[config.mk]
export PLATFORM = sky130hd
export DESIGN_NAME = mult_seq_ctrl_flat
export DESIGN_NICKNAME = d
export VERILOG_FILES = /design/src/rtl/mult_seq_ctrl_if.sv /design/src/rtl/mult_seq_ctrl.sv /design/src/flat_wrapper.sv
export SDC_FILE = /design/constraint.sdc
export NUM_CORES = 1
export LEC_CHECK = 0
export CAP_MARGIN = 25
export CELL_PAD_IN_SITES_DETAIL_PLACEMENT = 1
export CELL_PAD_IN_SITES_GLOBAL_PLACEMENT = 1
export CORE_ASPECT_RATIO = 1.5
export CORE_MARGIN = 4
export CORE_UTILIZATION = 38
export DETAILED_ROUTE_END_ITERATION = 10
export DONT_BUFFER_PORTS = 1
export PLACE_DENSITY = 0.62
export SLEW_MARGIN = 20
export SYNTH_ARGS = -nofsm -noshare
export SYNTH_HDL_FRONTEND = slang
export SYNTH_HIERARCHICAL = 1
export SYNTH_SLANG_ARGS = --single-unit
[constraint.sdc]
create_clock -name clk -period 4.1 [get_ports clk]
set_clock_uncertainty 0.2 [all_clocks]
set_input_delay 0.615 -clock clk [delete_from_list [all_inputs] [get_ports clk]]
set_output_delay 0.615 -clock clk [all_outputs]
set_load 0.02 [all_outputs]
[src/rtl/mult_seq_ctrl_if.sv]
// mult_seq_ctrl_if: handshake, operand and result bundle for mult_seq_ctrl
//   start, abort : request / cancel from the master
//   a, b         : N-bit unsigned operands, captured on an accepted start
//   busy, done   : status from the multiplier (done is a one-cycle pulse)
//   product      : 2N-bit result register
interface mult_seq_ctrl_if #(parameter int N = 8);
  logic start;
  logic abort;
  logic [N-1:0] a;
  logic [N-1:0] b;
  logic busy;
  logic done;
  logic [2*N-1:0] product;
  modport master (output start, abort, a, b, input busy, done, product);
  modport slave (input start, abort, a, b, output busy, done, product);
endinterface

[src/rtl/mult_seq_ctrl.sv]
// mult_seq_ctrl: sequential shift-add unsigned multiplier built around one ripple adder
//   nbit_adder    : a + b + cin -> {cout, s}, ripple carry
//   mult_seq_ctrl : clk, rst_n (async, active-low), bus (slave modport of mult_seq_ctrl_if)
module nbit_adder #(parameter int N = 8) (
  input  logic [N-1:0] a,
  input  logic [N-1:0] b,
  input  logic         cin,
  output logic [N-1:0] s,
  output logic         cout
);
  logic [N:0] c;
  assign c[0] = cin;
  for (genvar i = 0; i < N; i++) begin : g_fa
    assign s[i]   = a[i] ^ b[i] ^ c[i];
    assign c[i+1] = (a[i] & b[i]) | (c[i] & (a[i] ^ b[i]));
  end
  assign cout = c[N];
endmodule

module mult_seq_ctrl #(parameter int N = 8) (
  input logic          clk,
  input logic          rst_n,
  mult_seq_ctrl_if.slave bus
);
  localparam int CW = $clog2(N + 1);
  typedef enum logic [1:0] {IDLE, RUN, DONE} state_t;
  state_t state_q, state_d;
  logic [N-1:0] acc_q, acc_d, mq_q, mq_d, mcand_q, mcand_d, sum;
  logic [CW-1:0] cnt_q, cnt_d;
  logic [2*N-1:0] product_q, product_d;
  logic carry;
  // Gating the addend with MQ[0] yields {0,ACC} when the multiplier bit is clear.
  nbit_adder #(.N(N)) u_add (
    .a(acc_q),
    .b(mq_q[0] ? mcand_q : '0),
    .cin(1'b0),
    .s(sum),
    .cout(carry)
  );
  always_ff @(posedge clk or negedge rst_n) begin
    if (!rst_n) begin
      state_q   <= IDLE;
      acc_q     <= '0;
      mq_q      <= '0;
      mcand_q   <= '0;
      cnt_q     <= '0;
      product_q <= '0;
    end else begin
      state_q   <= state_d;
      acc_q     <= acc_d;
      mq_q      <= mq_d;
      mcand_q   <= mcand_d;
      cnt_q     <= cnt_d;
      product_q <= product_d;
    end
  end
  always_comb begin
    state_d   = state_q;
    acc_d     = acc_q;
    mq_d      = mq_q;
    mcand_d   = mcand_q;
    cnt_d     = cnt_q;
    product_d = product_q;
    if (state_q == IDLE && bus.start) begin
      mcand_d = bus.a;
      mq_d    = bus.b;
      acc_d   = '0;
      cnt_d   = CW'(N);
      state_d = RUN;
    end else if (state_q == RUN) begin
      if (bus.abort) begin
        state_d = IDLE;
      end else begin
        // {ACC,MQ} <= {c,s,MQ[N-1:1]}: the carry lands in ACC[N-1].
        acc_d = {carry, sum[N-1:1]};
        mq_d  = {sum[0], mq_q[N-1:1]};
        cnt_d = cnt_q - CW'(1);
        if (cnt_q == CW'(1)) begin
          state_d   = DONE;
          product_d = {acc_d, mq_d};
        end
      end
    end else if (state_q == DONE) begin
      state_d = IDLE;
    end
  end
  assign bus.busy    = state_q != IDLE;
  assign bus.done    = state_q == DONE;
  assign bus.product = product_q;
endmodule
[src/flat_wrapper.sv]
// flat-port wrapper written by rule: the top's interface ports become plain ports
module mult_seq_ctrl_flat 
#(parameter int N = 8)
  (clk, rst_n, bus_start, bus_abort, bus_a, bus_b, bus_busy, bus_done, bus_product);
  mult_seq_ctrl_if #(.N(N)) bus_i ();
  input logic clk;
  input logic rst_n;
  input wire logic [$bits(bus_i.start)-1:0] bus_start;
  input wire logic [$bits(bus_i.abort)-1:0] bus_abort;
  input wire logic [$bits(bus_i.a)-1:0] bus_a;
  input wire logic [$bits(bus_i.b)-1:0] bus_b;
  output wire logic [$bits(bus_i.busy)-1:0] bus_busy;
  output wire logic [$bits(bus_i.done)-1:0] bus_done;
  output wire logic [$bits(bus_i.product)-1:0] bus_product;
  assign bus_i.start = bus_start;
  assign bus_i.abort = bus_abort;
  assign bus_i.a = bus_a;
  assign bus_i.b = bus_b;
  assign bus_busy = bus_i.busy;
  assign bus_done = bus_i.done;
  assign bus_product = bus_i.product;
  mult_seq_ctrl #(.N(N)) u_core (.clk(clk), .rst_n(rst_n), .bus(bus_i));
endmodule
==> results.toml <==
[outcome]
status = "complete, no violations"

[clock_network]
cts_max_level = 2
cts_buffers = 5
root_buffer = "clkbuf_8"
insertion_delay_ps = 300
cts.clk_slew.worst_paths_ps = 90
clock_path_buffers = 2
post_cts_buffers = 0
cts_tree = "done"
clock_sinks = 46

[min_path]
hold_depth = 1
hold_class = "in2reg"

[floorplan]
die_width_um = 69.3
initial_core_util = 0.390
die-area_mm2 = 0.00693
rows = 33
io_pins = 38
fp.coreArea_mm2 = 0.00549
die_h_um = 100

[drt]
routed_wl_mm = 4.37
wl_per_cell_um = 19.0
drtIter0Drc = 36
drc = 0
vias = 1219
ant_nets = 0
via_per_inst = 5.30
firstDrtPassIters = 3

[sta]
slew_headroom = 0.471
fin_crit_ps = 3960
final-hold-violation-count = 0
worst-slew-pin-transition_ps = 792
final_max_slew_viol_count = 0
final-setup-viol-count = 0
setup_ws_ps = 140
final.setup.tns_ps = 0
min_period_over_period = 0.966
rsz0062_at_grt = "false"
max_freq_ghz = 0.253

[cells_and_area]
most-common-layout-cells = "dfrtp_1 (46), a22o_1 (17), mux2_2 (15)"
nets = 189
diodes = 0
drive_above_1_share = 0.288
instances_no_fill = 230
fillers = 558
syn2layout_area_growth_pct = 10.6
final_common_cell = "dfrtp_1"

[critical_path]
worst-path-buf-inv = 4
worstPathCellList = "and2_1 > fa_1 > inv_1 > fa_1 > inv_1 > fa_2 > fa_2 > fa_2 > fa_2 > fa_2 > inv_1 > fa_1 > inv_2 > a22o_1"
path_depth = 14
critical_path_arrival_ps = 4000
critPathRequiredTime_ps = 4140
crit_path_end_kind = "flop"
cp_common_cell = "fa_2"
crit_fanout = 2
slowest_stage = "fa_1"
critPathTopFamily = "adder cells"
r2r_cells = 14
critical_path.max_stage_delay_ps = 430
critPathKind = "reg2reg"
critPathLaunchType = "flop"

[grt]
grt_usage = 0.137
grt_pass1_wl_mm = 7.31
antenna_found_initial = 0
grt_max_degree = 47
overflow = 0
grt_pass1_vias = 1380

[yosys]
synthDistinctLibCells = 28
yosys.area.top_type = "dfrtp_1"
netlist_area_mm2 = 0.00214
synthCells = 153
postSynthAreaPerCell_um2 = 14.0
ys_seq_area_frac = 0.537
syn_nets = 183
yosys_register_bits = 46
yosysWarningCount = 6
synth_top_area_frac = 0.537
synth_area_leaders = "dfrtp_1 (54%), mux2_2 (7.9%), fa_1 (7.5%)"

[power]
power_frac_comb = 0.313
intPower_mw = 1.08
p_per_area_mw_per_mm2 = 700
power_leakage_nw = 1.16
vdd_drop_max_mv = 0.219
p_clk_frac = 0.200
p_sw_frac = 0.347
p_sw_uw = 576
pwr-share-seq = 0.486

[job]
drv_cap = 0

[place]
dp.cells = 220
gp_congestion = 0.733
io_buffers = 0
dp_hpwl_mm = 3.01
place_ws_ps = -48.8
## power by group through the flow
stage          combinational (mW)  clock [mW]  sequential [mW]
4_1_cts                     0.526       0.343            0.810
3_5_place_dp                0.502           0            0.819
5_1_grt                     0.578       0.363            0.835
6_report                    0.520       0.333            0.807
3_3_place_gp                0.475           0            0.805
2_1_floorplan               0.397           0            0.778
## state kept, by name, summed over array words and instances (netlist names)
signal,cells
u_core/bus.product,16
u_core/acc_q,8
u_core/mcand_q,8
u_core/mq_q,8
u_core/cnt_q,4
u_core/state_q,2
## through the flow
| stage | utilization | power (mW) | area, µm² | hold slack, ps |
|---|---|---|---|---|
| floorplan | - | 1.18 | 2140 | 119 |
| global placement | 0.403 | 1.28 | 2210 | 121 |
| detailed placement | 0.403 | 1.32 | 2210 | 121 |
| CTS | 0.430 | 1.68 | 2360 | 255 |
| global route | 0.432 | 1.78 | 2370 | 252 |
| finish | 0.432 | 1.66 | 2370 | 266 |
## cell usage after synthesis (all sizes together)
library cell	count
dfrtp	46
mux2	25
a22o	17
inv	13
a21o	8
and2	8
fa	8
buf	6
nor2	3
nor3b	3
a21oi	2
ha	2
nand2	2
nor2b	2
conb	1
mux2i	1
nand2b	1
nor3	1
nor4bb	1
o21ai	1
or2	1
xnor2	1
## worst paths after layout
| kind | slack, ps | end | startpoint |
|---|---|---|---|
| max | 140 | u_core/acc_q[6]$_DFFE_PN0P_ | u_core/mcand_q[0]$_DFFE_PN0P_ |
| max in group asynchronous | 2880 | u_core/bus.product[10]$_DFFE_PN0P_ | rst_n |
| min in group asynchronous | 610 | u_core/bus.product[1]$_DFFE_PN0P_ | rst_n |
| min reg2reg | 310 | u_core/mcand_q[7]$_DFFE_PN0P_ | u_core/mcand_q[7]$_DFFE_PN0P_ |
| max reg2reg | 140 | u_core/acc_q[6]$_DFFE_PN0P_ | u_core/mcand_q[0]$_DFFE_PN0P_ |
| min | 270 | u_core/mcand_q[1]$_DFFE_PN0P_ | bus_a[1] |
## per-layer routing
| layer | GRT usage | share of wire | vias to the layer above |
|---|---|---|---|
| met5 | 0 | 0 | - |
| met4 | 0.0541 | 0.018 | 0 |
| met3 | 0.0461 | 0.057 | 5 |
| met2 | 0.243 | 0.54 | 28 |
| met1 | 0.149 | 0.39 | 653 |
| li1 | - | - | 533 |
## final cells by class
| type | count | area, µm² | share of cell area |
|---|---|---|---|
| inverters | 13 | 48.8 | 0.0206 |
| multi-input cells | 88 | 916 | 0.386 |
| repair buffers | 5 | 60.1 | 0.0253 |
| well taps | 70 | 87.6 | 0.0370 |
| clock inverters | 1 | 30.0 | 0.0127 |
| clock buffers | 7 | 76.3 | 0.0322 |
| flip-flops and latches | 46 | 1150 | 0.486 |
## cells by family after synthesis
| kind of cell | share of synthesized area |
|---|---|
| AO/OA/AOI/OAI | 0.104 |
| flip-flops | 0.537 |
| buffers and inverters | 0.0438 |
| XOR/XNOR | 0.00409 |
| AND/OR/NAND/NOR | 0.0689 |
| other | 0.00175 |
| multiplexers | 0.154 |
| adder cells (fa/ha/maj) | 0.0864 |
## repair_timing
item,CTS,global route
gates resized for setup,2,4
setup endpoints to repair,2,3
cloned,0,0
pin swaps,0,1
hold endpoints to repair,46,0
hold buffers,2,0
No activity file was read; power rests on OpenSTA's default activity.
